[config.mk]
export PLATFORM = sky130hd
export DESIGN_NAME = ram_port_arbiter_flat
export DESIGN_NICKNAME = d
export VERILOG_FILES = /design/src/rtl/ram_port_arbiter_if.sv /design/src/rtl/ram_port_arbiter.sv /design/src/flat_wrapper.sv
export SDC_FILE = /design/constraint.sdc
export NUM_CORES = 1
export LEC_CHECK = 0
export BUFFER_PORTS_ARGS = -buffer_cell sky130_fd_sc_hd__buf_2
export CAP_MARGIN = 20
export CORE_AREA = 8 8 223 225
export DETAILED_ROUTE_END_ITERATION = 8
export DIE_AREA = 0 0 231 233
export SLEW_MARGIN = 20
export SYNTH_ARGS = -nofsm -noshare
export SYNTH_HDL_FRONTEND = slang
export SYNTH_SLANG_ARGS = --single-unit
[constraint.sdc]
create_clock -name clk -period 2.4 [get_ports clk]
set_input_delay 0.36 -clock clk [delete_from_list [all_inputs] [get_ports clk]]
set_output_delay 0.36 -clock clk [all_outputs]
set_load 0.005 [all_outputs]
[src/rtl/ram_port_arbiter_if.sv]
// Request/ack bundle shared by the two masters and the RAM side of ram_port_arbiter.
// dataOut always flows toward the RAM; dataIn always flows back toward the requester.
interface ram_port_arbiter_if #(
  parameter int ADDR_WIDTH = 32,
  parameter int DATA_WIDTH = 32
);
  logic [ADDR_WIDTH-1:0] address;
  logic [DATA_WIDTH-1:0] dataOut;
  logic [DATA_WIDTH-1:0] dataIn;
  logic                  readReq;
  logic                  writeReq;
  logic                  readAck;
  logic                  writeAck;

  modport master (
    output address, dataOut, readReq, writeReq,
    input  dataIn, readAck, writeAck
  );

  modport slave (
    input  address, dataOut, readReq, writeReq,
    output dataIn, readAck, writeAck
  );
endinterface

[src/rtl/ram_port_arbiter.sv]
// Round-robin arbiter sharing one RAM port between two pulse-handshake masters,
// with per-master request capture, ack/data return routing and a RAM-ack timeout.
module ram_port_arbiter #(
  parameter int ADDR_WIDTH = 32,
  parameter int DATA_WIDTH = 32,
  parameter int TIMEOUT    = 255
) (
  input  logic                clk,
  input  logic                reset,
  ram_port_arbiter_if.slave   m0,
  ram_port_arbiter_if.slave   m1,
  ram_port_arbiter_if.master  mem,
  output logic [2:0]          errStatus
);

  typedef enum logic {IDLE = 1'b0, WAIT = 1'b1} state_t;

  localparam logic                  GUARD_ON   = (TIMEOUT != 0);
  localparam logic [15:0]           WAIT_LIMIT = 16'(TIMEOUT - 1);
  localparam logic [DATA_WIDTH-1:0] DEAD_WORD  = DATA_WIDTH'(32'hdeadbeef);

  state_t                state_r, nextState_s;
  logic [1:0]            pend_r, isWrite_r;
  logic [ADDR_WIDTH-1:0] addr_r    [2];
  logic [DATA_WIDTH-1:0] data_r    [2];
  logic [DATA_WIDTH-1:0] rdData_r  [2];
  logic [1:0]            rdAck_r, wrAck_r;
  logic                  lastGrant_r, owner_r, ownerWrite_r;
  logic [15:0]           waitCnt_r;
  logic [ADDR_WIDTH-1:0] memAddr_r;
  logic [DATA_WIDTH-1:0] memData_r;
  logic                  memRd_r, memWr_r;

  logic                  grant_s, issue_s, ackHit_s, timeout_s;
  logic [1:0]            rdReq_s, wrReq_s;
  logic [ADDR_WIDTH-1:0] reqAddr_s [2];
  logic [DATA_WIDTH-1:0] reqData_s [2];

  assign rdReq_s      = {m1.readReq, m0.readReq};
  assign wrReq_s      = {m1.writeReq, m0.writeReq};
  assign reqAddr_s[0] = m0.address;
  assign reqAddr_s[1] = m1.address;
  assign reqData_s[0] = m0.dataOut;
  assign reqData_s[1] = m1.dataOut;

  assign mem.address  = memAddr_r;
  assign mem.dataOut  = memData_r;
  assign mem.readReq  = memRd_r;
  assign mem.writeReq = memWr_r;
  assign m0.dataIn    = rdData_r[0];
  assign m0.readAck   = rdAck_r[0];
  assign m0.writeAck  = wrAck_r[0];
  assign m1.dataIn    = rdData_r[1];
  assign m1.readAck   = rdAck_r[1];
  assign m1.writeAck  = wrAck_r[1];

  // FSM state register
  always_ff @(posedge clk or negedge reset) begin
    if (!reset) begin
      state_r <= IDLE;
    end else begin
      state_r <= nextState_s;
    end
  end

  // Next-state decode: grant selection in IDLE, ack match or timeout in WAIT
  always_comb begin
    nextState_s = state_r;
    grant_s     = 1'b0;
    issue_s     = 1'b0;
    ackHit_s    = 1'b0;
    timeout_s   = 1'b0;
    case (state_r)
      IDLE: begin
        if (pend_r == 2'b11) begin
          grant_s     = ~lastGrant_r;
          issue_s     = 1'b1;
          nextState_s = WAIT;
        end else if (pend_r != 2'b00) begin
          grant_s     = pend_r[1];
          issue_s     = 1'b1;
          nextState_s = WAIT;
        end else begin
          nextState_s = IDLE;
        end
      end
      WAIT: begin
        // Only the ack type matching the owner's request ends the transaction
        if ((ownerWrite_r && mem.writeAck) || (!ownerWrite_r && mem.readAck)) begin
          ackHit_s    = 1'b1;
          nextState_s = IDLE;
        end else if (GUARD_ON && (waitCnt_r == WAIT_LIMIT)) begin
          timeout_s   = 1'b1;
          nextState_s = IDLE;
        end else begin
          nextState_s = WAIT;
        end
      end
      default: begin
        nextState_s = IDLE;
      end
    endcase
  end

  // Datapath: request capture, RAM issue, ack/data routing and sticky errors
  always_ff @(posedge clk or negedge reset) begin
    if (!reset) begin
      pend_r       <= 2'b00;
      isWrite_r    <= 2'b00;
      rdAck_r      <= 2'b00;
      wrAck_r      <= 2'b00;
      lastGrant_r  <= 1'b1;
      owner_r      <= 1'b0;
      ownerWrite_r <= 1'b0;
      waitCnt_r    <= 16'd0;
      memAddr_r    <= {ADDR_WIDTH{1'b0}};
      memData_r    <= {DATA_WIDTH{1'b0}};
      memRd_r      <= 1'b0;
      memWr_r      <= 1'b0;
      errStatus    <= 3'b000;
      for (int i = 0; i < 2; i++) begin
        addr_r[i]   <= {ADDR_WIDTH{1'b0}};
        data_r[i]   <= {DATA_WIDTH{1'b0}};
        rdData_r[i] <= {DATA_WIDTH{1'b0}};
      end
    end else begin
      memRd_r <= 1'b0;
      memWr_r <= 1'b0;
      rdAck_r <= 2'b00;
      wrAck_r <= 2'b00;

      if (issue_s) begin
        memAddr_r    <= addr_r[grant_s];
        memData_r    <= data_r[grant_s];
        memRd_r      <= ~isWrite_r[grant_s];
        memWr_r      <= isWrite_r[grant_s];
        waitCnt_r    <= 16'd0;
        lastGrant_r  <= grant_s;
        owner_r      <= grant_s;
        ownerWrite_r <= isWrite_r[grant_s];
      end else if (state_r == WAIT) begin
        waitCnt_r <= waitCnt_r + 16'd1;
      end

      // A timed-out owner still gets its ack so it never hangs
      if (ackHit_s || timeout_s) begin
        pend_r[owner_r] <= 1'b0;
        if (ownerWrite_r) begin
          wrAck_r[owner_r] <= 1'b1;
        end else begin
          rdAck_r[owner_r]  <= 1'b1;
          rdData_r[owner_r] <= ackHit_s ? mem.dataIn : DEAD_WORD;
        end
      end

      if (timeout_s) begin
        errStatus[0] <= 1'b1;
      end

      for (int i = 0; i < 2; i++) begin
        if (rdReq_s[i] || wrReq_s[i]) begin
          if (pend_r[i] || (rdReq_s[i] && wrReq_s[i])) begin
            errStatus[i+1] <= 1'b1;
          end else begin
            pend_r[i]    <= 1'b1;
            addr_r[i]    <= reqAddr_s[i];
            data_r[i]    <= reqData_s[i];
            isWrite_r[i] <= wrReq_s[i];
          end
        end
      end
    end
  end

endmodule

[src/flat_wrapper.sv]
// flat-port wrapper written by rule: the top's interface ports become plain ports
module ram_port_arbiter_flat 
#(
  parameter int ADDR_WIDTH = 32,
  parameter int DATA_WIDTH = 32,
  parameter int TIMEOUT    = 255
)
  (clk, reset, errStatus, m0_address, m0_dataOut, m0_readReq, m0_writeReq, m0_dataIn, m0_readAck, m0_writeAck, m1_address, m1_dataOut, m1_readReq, m1_writeReq, m1_dataIn, m1_readAck, m1_writeAck, mem_address, mem_dataOut, mem_readReq, mem_writeReq, mem_dataIn, mem_readAck, mem_writeAck);
  ram_port_arbiter_if #(.ADDR_WIDTH(ADDR_WIDTH), .DATA_WIDTH(DATA_WIDTH)) m0_i ();
  ram_port_arbiter_if #(.ADDR_WIDTH(ADDR_WIDTH), .DATA_WIDTH(DATA_WIDTH)) m1_i ();
  ram_port_arbiter_if #(.ADDR_WIDTH(ADDR_WIDTH), .DATA_WIDTH(DATA_WIDTH)) mem_i ();
  input  logic clk;
  input  logic reset;
  output logic [2:0] errStatus;
  input wire logic [$bits(m0_i.address)-1:0] m0_address;
  input wire logic [$bits(m0_i.dataOut)-1:0] m0_dataOut;
  input wire logic [$bits(m0_i.readReq)-1:0] m0_readReq;
  input wire logic [$bits(m0_i.writeReq)-1:0] m0_writeReq;
  output wire logic [$bits(m0_i.dataIn)-1:0] m0_dataIn;
  output wire logic [$bits(m0_i.readAck)-1:0] m0_readAck;
  output wire logic [$bits(m0_i.writeAck)-1:0] m0_writeAck;
  input wire logic [$bits(m1_i.address)-1:0] m1_address;
  input wire logic [$bits(m1_i.dataOut)-1:0] m1_dataOut;
  input wire logic [$bits(m1_i.readReq)-1:0] m1_readReq;
  input wire logic [$bits(m1_i.writeReq)-1:0] m1_writeReq;
  output wire logic [$bits(m1_i.dataIn)-1:0] m1_dataIn;
  output wire logic [$bits(m1_i.readAck)-1:0] m1_readAck;
  output wire logic [$bits(m1_i.writeAck)-1:0] m1_writeAck;
  output wire logic [$bits(mem_i.address)-1:0] mem_address;
  output wire logic [$bits(mem_i.dataOut)-1:0] mem_dataOut;
  output wire logic [$bits(mem_i.readReq)-1:0] mem_readReq;
  output wire logic [$bits(mem_i.writeReq)-1:0] mem_writeReq;
  input wire logic [$bits(mem_i.dataIn)-1:0] mem_dataIn;
  input wire logic [$bits(mem_i.readAck)-1:0] mem_readAck;
  input wire logic [$bits(mem_i.writeAck)-1:0] mem_writeAck;
  assign m0_i.address = m0_address;
  assign m0_i.dataOut = m0_dataOut;
  assign m0_i.readReq = m0_readReq;
  assign m0_i.writeReq = m0_writeReq;
  assign m0_dataIn = m0_i.dataIn;
  assign m0_readAck = m0_i.readAck;
  assign m0_writeAck = m0_i.writeAck;
  assign m1_i.address = m1_address;
  assign m1_i.dataOut = m1_dataOut;
  assign m1_i.readReq = m1_readReq;
  assign m1_i.writeReq = m1_writeReq;
  assign m1_dataIn = m1_i.dataIn;
  assign m1_readAck = m1_i.readAck;
  assign m1_writeAck = m1_i.writeAck;
  assign mem_address = mem_i.address;
  assign mem_dataOut = mem_i.dataOut;
  assign mem_readReq = mem_i.readReq;
  assign mem_writeReq = mem_i.writeReq;
  assign mem_i.dataIn = mem_dataIn;
  assign mem_i.readAck = mem_readAck;
  assign mem_i.writeAck = mem_writeAck;
  ram_port_arbiter #(.ADDR_WIDTH(ADDR_WIDTH), .DATA_WIDTH(DATA_WIDTH), .TIMEOUT(TIMEOUT)) u_core (.clk(clk), .reset(reset), .m0(m0_i), .m1(m1_i), .mem(mem_i), .errStatus(errStatus));
endmodule
==> reports/qor.yml <==
clk_latency_ps: 540
synth.largest_area_cell: "dfrtp_1"
yosysMostFrequentCell: "dfrtp_1"
routed_wirelength_um: 33100
fin_tns_setup_ps: 0
cp_max_fo: 32
slew_viol_final: 0
netlist_top_cells_area: "dfrtp_1 63%, mux2_2 13%, o22a_1 3.7%"
synth_common_cells: "288 x dfrtp_1, 131 x mux2_2, 80 x nand2_1"
fin_nets: 1321
critPathCaptureType: "register"
drive_gt1_frac: 0.452
hpwl_um: 22400
via_count: 8005
fmax_ghz: 0.545
gp_congestion: 0.759
cts_max_level: 2
grt.total_usage: 0.121
grt_pass1_wl_um: 51700
netlist.area_leader.share: 0.633
ys_async_sr_fraction: 1.00
synth_edf_count: 0
core_area_um2: 46100
die_w_um: 231
min_path_type: "input port to register"
p_total_mw: 20.6
io_pins: 305
power.leakage_nw: 6.64
fp.dieArea_um2: 53800
power_density_nw_per_um2: 1390
cts_root_buf: "clkbuf_16"
tightest_slew_ps: 706
route.detailed.drc: 0
worst_path_max_delay_cell: "dfrtp_1"
clock-sinks: 289
ys_types: 49
setup_viol: 0
cts_tree: "built"
clockBufferDepth: 3
multi_input_comb_area_um2: 3760
portBuffers: 304
ff_latch_area_um2: 7230
numCtsBuffers: 34
timing.final.hold_violations: 0
synth_seq_cells: 289
fin_skew_ps: 24.1
die_h_um: 233
initial_core_util: 0.247
ys.flop_type: "dfrtp_1"
maxSlewHeadroom: 0.529
grt_pass1_vias: 8794
startpoint_type: "register"
antenna_found_initial: 9
syn_area_per_cell_um2: 13.5
grt_max_degree: 81
fin_crit_sh: 0.765
grt_setup_unrepaired: "no"
synth_fp_nets: 1014
core.rowCount: 79
crit_arrival_ps: 2270
critPathRequiredTime_ps: 2840
synthesis.area_um2: 11400
path_clk_slew_ps: 70
crit_chain: "a21bo_2 -> nor2_4 -> buf_4 -> o22ai_1 -> o21ai_0"
yosysSeqAreaShare: 0.635
post-place-ws_ps: 556
syn_inst: 844
vias_per_cell: 4.49
syn2layout_area_growth_pct: 29.9
ant_nets: 0
cpPeakStageDelay_ps: 560
grt_overflow: 0
post_drt_wl_per_cell_um: 18.5
ctsResizeCount: 0
cap_viol_max_count: 0
fill_cells: 4723
ys_warn_count: 0
dr.pass1.iters: 6
ir_drop_mv: 1.00
outcome: "finished, final reports clean"
critical_path_class: "register to register"
setup_ws_ps: 564
layout_min_cycle_time_ps: 1840
drt_iter0_markers: 389
-- metrics by stage --
stage	cell area [um2]	hold slack (ps)	utilization	cells
5_1_grt	14800	9.93	0.321	1780
4_1_cts	14800	2.98	0.321	1778
3_3_place_gp	13700	427	0.296	1721
3_5_place_dp	13700	430	0.296	1721
2_1_floorplan	11400	64.4	-	844
6_report	14800	51.0	0.321	1782
-- routing by layer --
layer,routed length (um),vias up,track usage
li1,-,3695,-
met4,950,12,0.0400
met2,16000,208,0.200
met5,61,-,0
met3,2550,66,0.0482
met1,13500,4024,0.144
-- logic make-up after synthesis --
group,share of synthesized area
mux,0.135
fa+ha+maj,0.00220
xor+xnor,0.00308
simple gates,0.0531
flops,0.635
compound gates,0.134
buf+inv,0.0376
-- cells in the final DEF, fill, tap and decap left out, types with 3 or more instances in the layout --
cell       count
nand2_1       80
clkbuf_1       5
a21oi_1        5
buf_2        303
o31ai_1        3
nor2_1         9
o22ai_1       64
a22o_1        17
clkbuf_16     35
o22a_1        48
buf_4         10
dfrtp_1      288
clkbuf_8       9
o21ai_0       74
buf_12        13
inv_1          4
nand3_1        6
diode_2        4
nor2_4         5
nand4_1        6
and2_1         3
xnor2_1        3
mux2i_1        6
mux2_2       131
-- worst max-delay path, delay by kind of cell (launching register included) --
kind | cells | cell delay, ps
compound gates | 3 | 650
buf+inv | 1 | 390
flops | 1 | 560
simple gates | 1 | 120
-- where the power goes --
group | internal (mW) | total, mW | switching [mW] | leakage, nW
sequential | 7.20 | 8.48 | 1.28 | 3.46
clock | 3.16 | 5.22 | 2.07 | 0.551
combinational | 3.43 | 6.90 | 3.46 | 2.62
-- layout make-up --
cell class	count	share of cell area
sequential	289	0.489
multi-input combinational	492	0.254
timing repair buffer	328	0.127
clock buffer	49	0.0689
tap	607	0.0514
clock inverter	7	0.00651
inverter	6	0.00254
antenna	4	0.000677
-- what timing repair did --
| item | CTS | global route |
|---|---|---|
| endpoints found under the hold margin | 69 | 0 |
| setup buffers | 0 | 0 |
| hold buffers | 1 | 0 |
-- path summary, 6_finish.rpt --
path | start | cells past startpoint | end | slack, ps
min reg2reg | u_core.mem.dataOut[8]$_DFFE_PN0P_ | 2 | u_core.mem.dataOut[8]$_DFFE_PN0P_ | 470
min | m0_address[28] | 2 | u_core.addr_r[60]$_DFFE_PN0P_ | 50
min in group asynchronous | reset | 2 | u_core.mem.address[26]$_DFFE_PN0P_ | 430
max reg2reg | u_core.pend_r[1]$_DFF_PN0_ | 5 | u_core.mem.address[10]$_DFFE_PN0P_ | 560
max | u_core.pend_r[1]$_DFF_PN0_ | 5 | u_core.mem.address[10]$_DFFE_PN0P_ | 560
max in group asynchronous | reset | 3 | u_core.lastGrant_r$_DFFE_PN1P_ | 1220
-- sequential cells by signal, indices dropped and copies added (netlist names) --
name	count
u_core.mem.writeReq	1
u_core.data_r	64
u_core.addr_r	64
u_core.m0.dataIn	32
u_core.rdAck_r	2
u_core.lastGrant_r	1
u_core.isWrite_r	2
u_core.mem.address	32
u_core.ownerWrite_r	1
u_core.errStatus	3
u_core.m1.dataIn	32
u_core.waitCnt_r	16
u_core.owner_r	1
u_core.mem.dataOut	32
u_core.wrAck_r	2
u_core.mem.readReq	1
u_core.state_r	1
u_core.pend_r	2
Power figures use the tool's default switching activity.
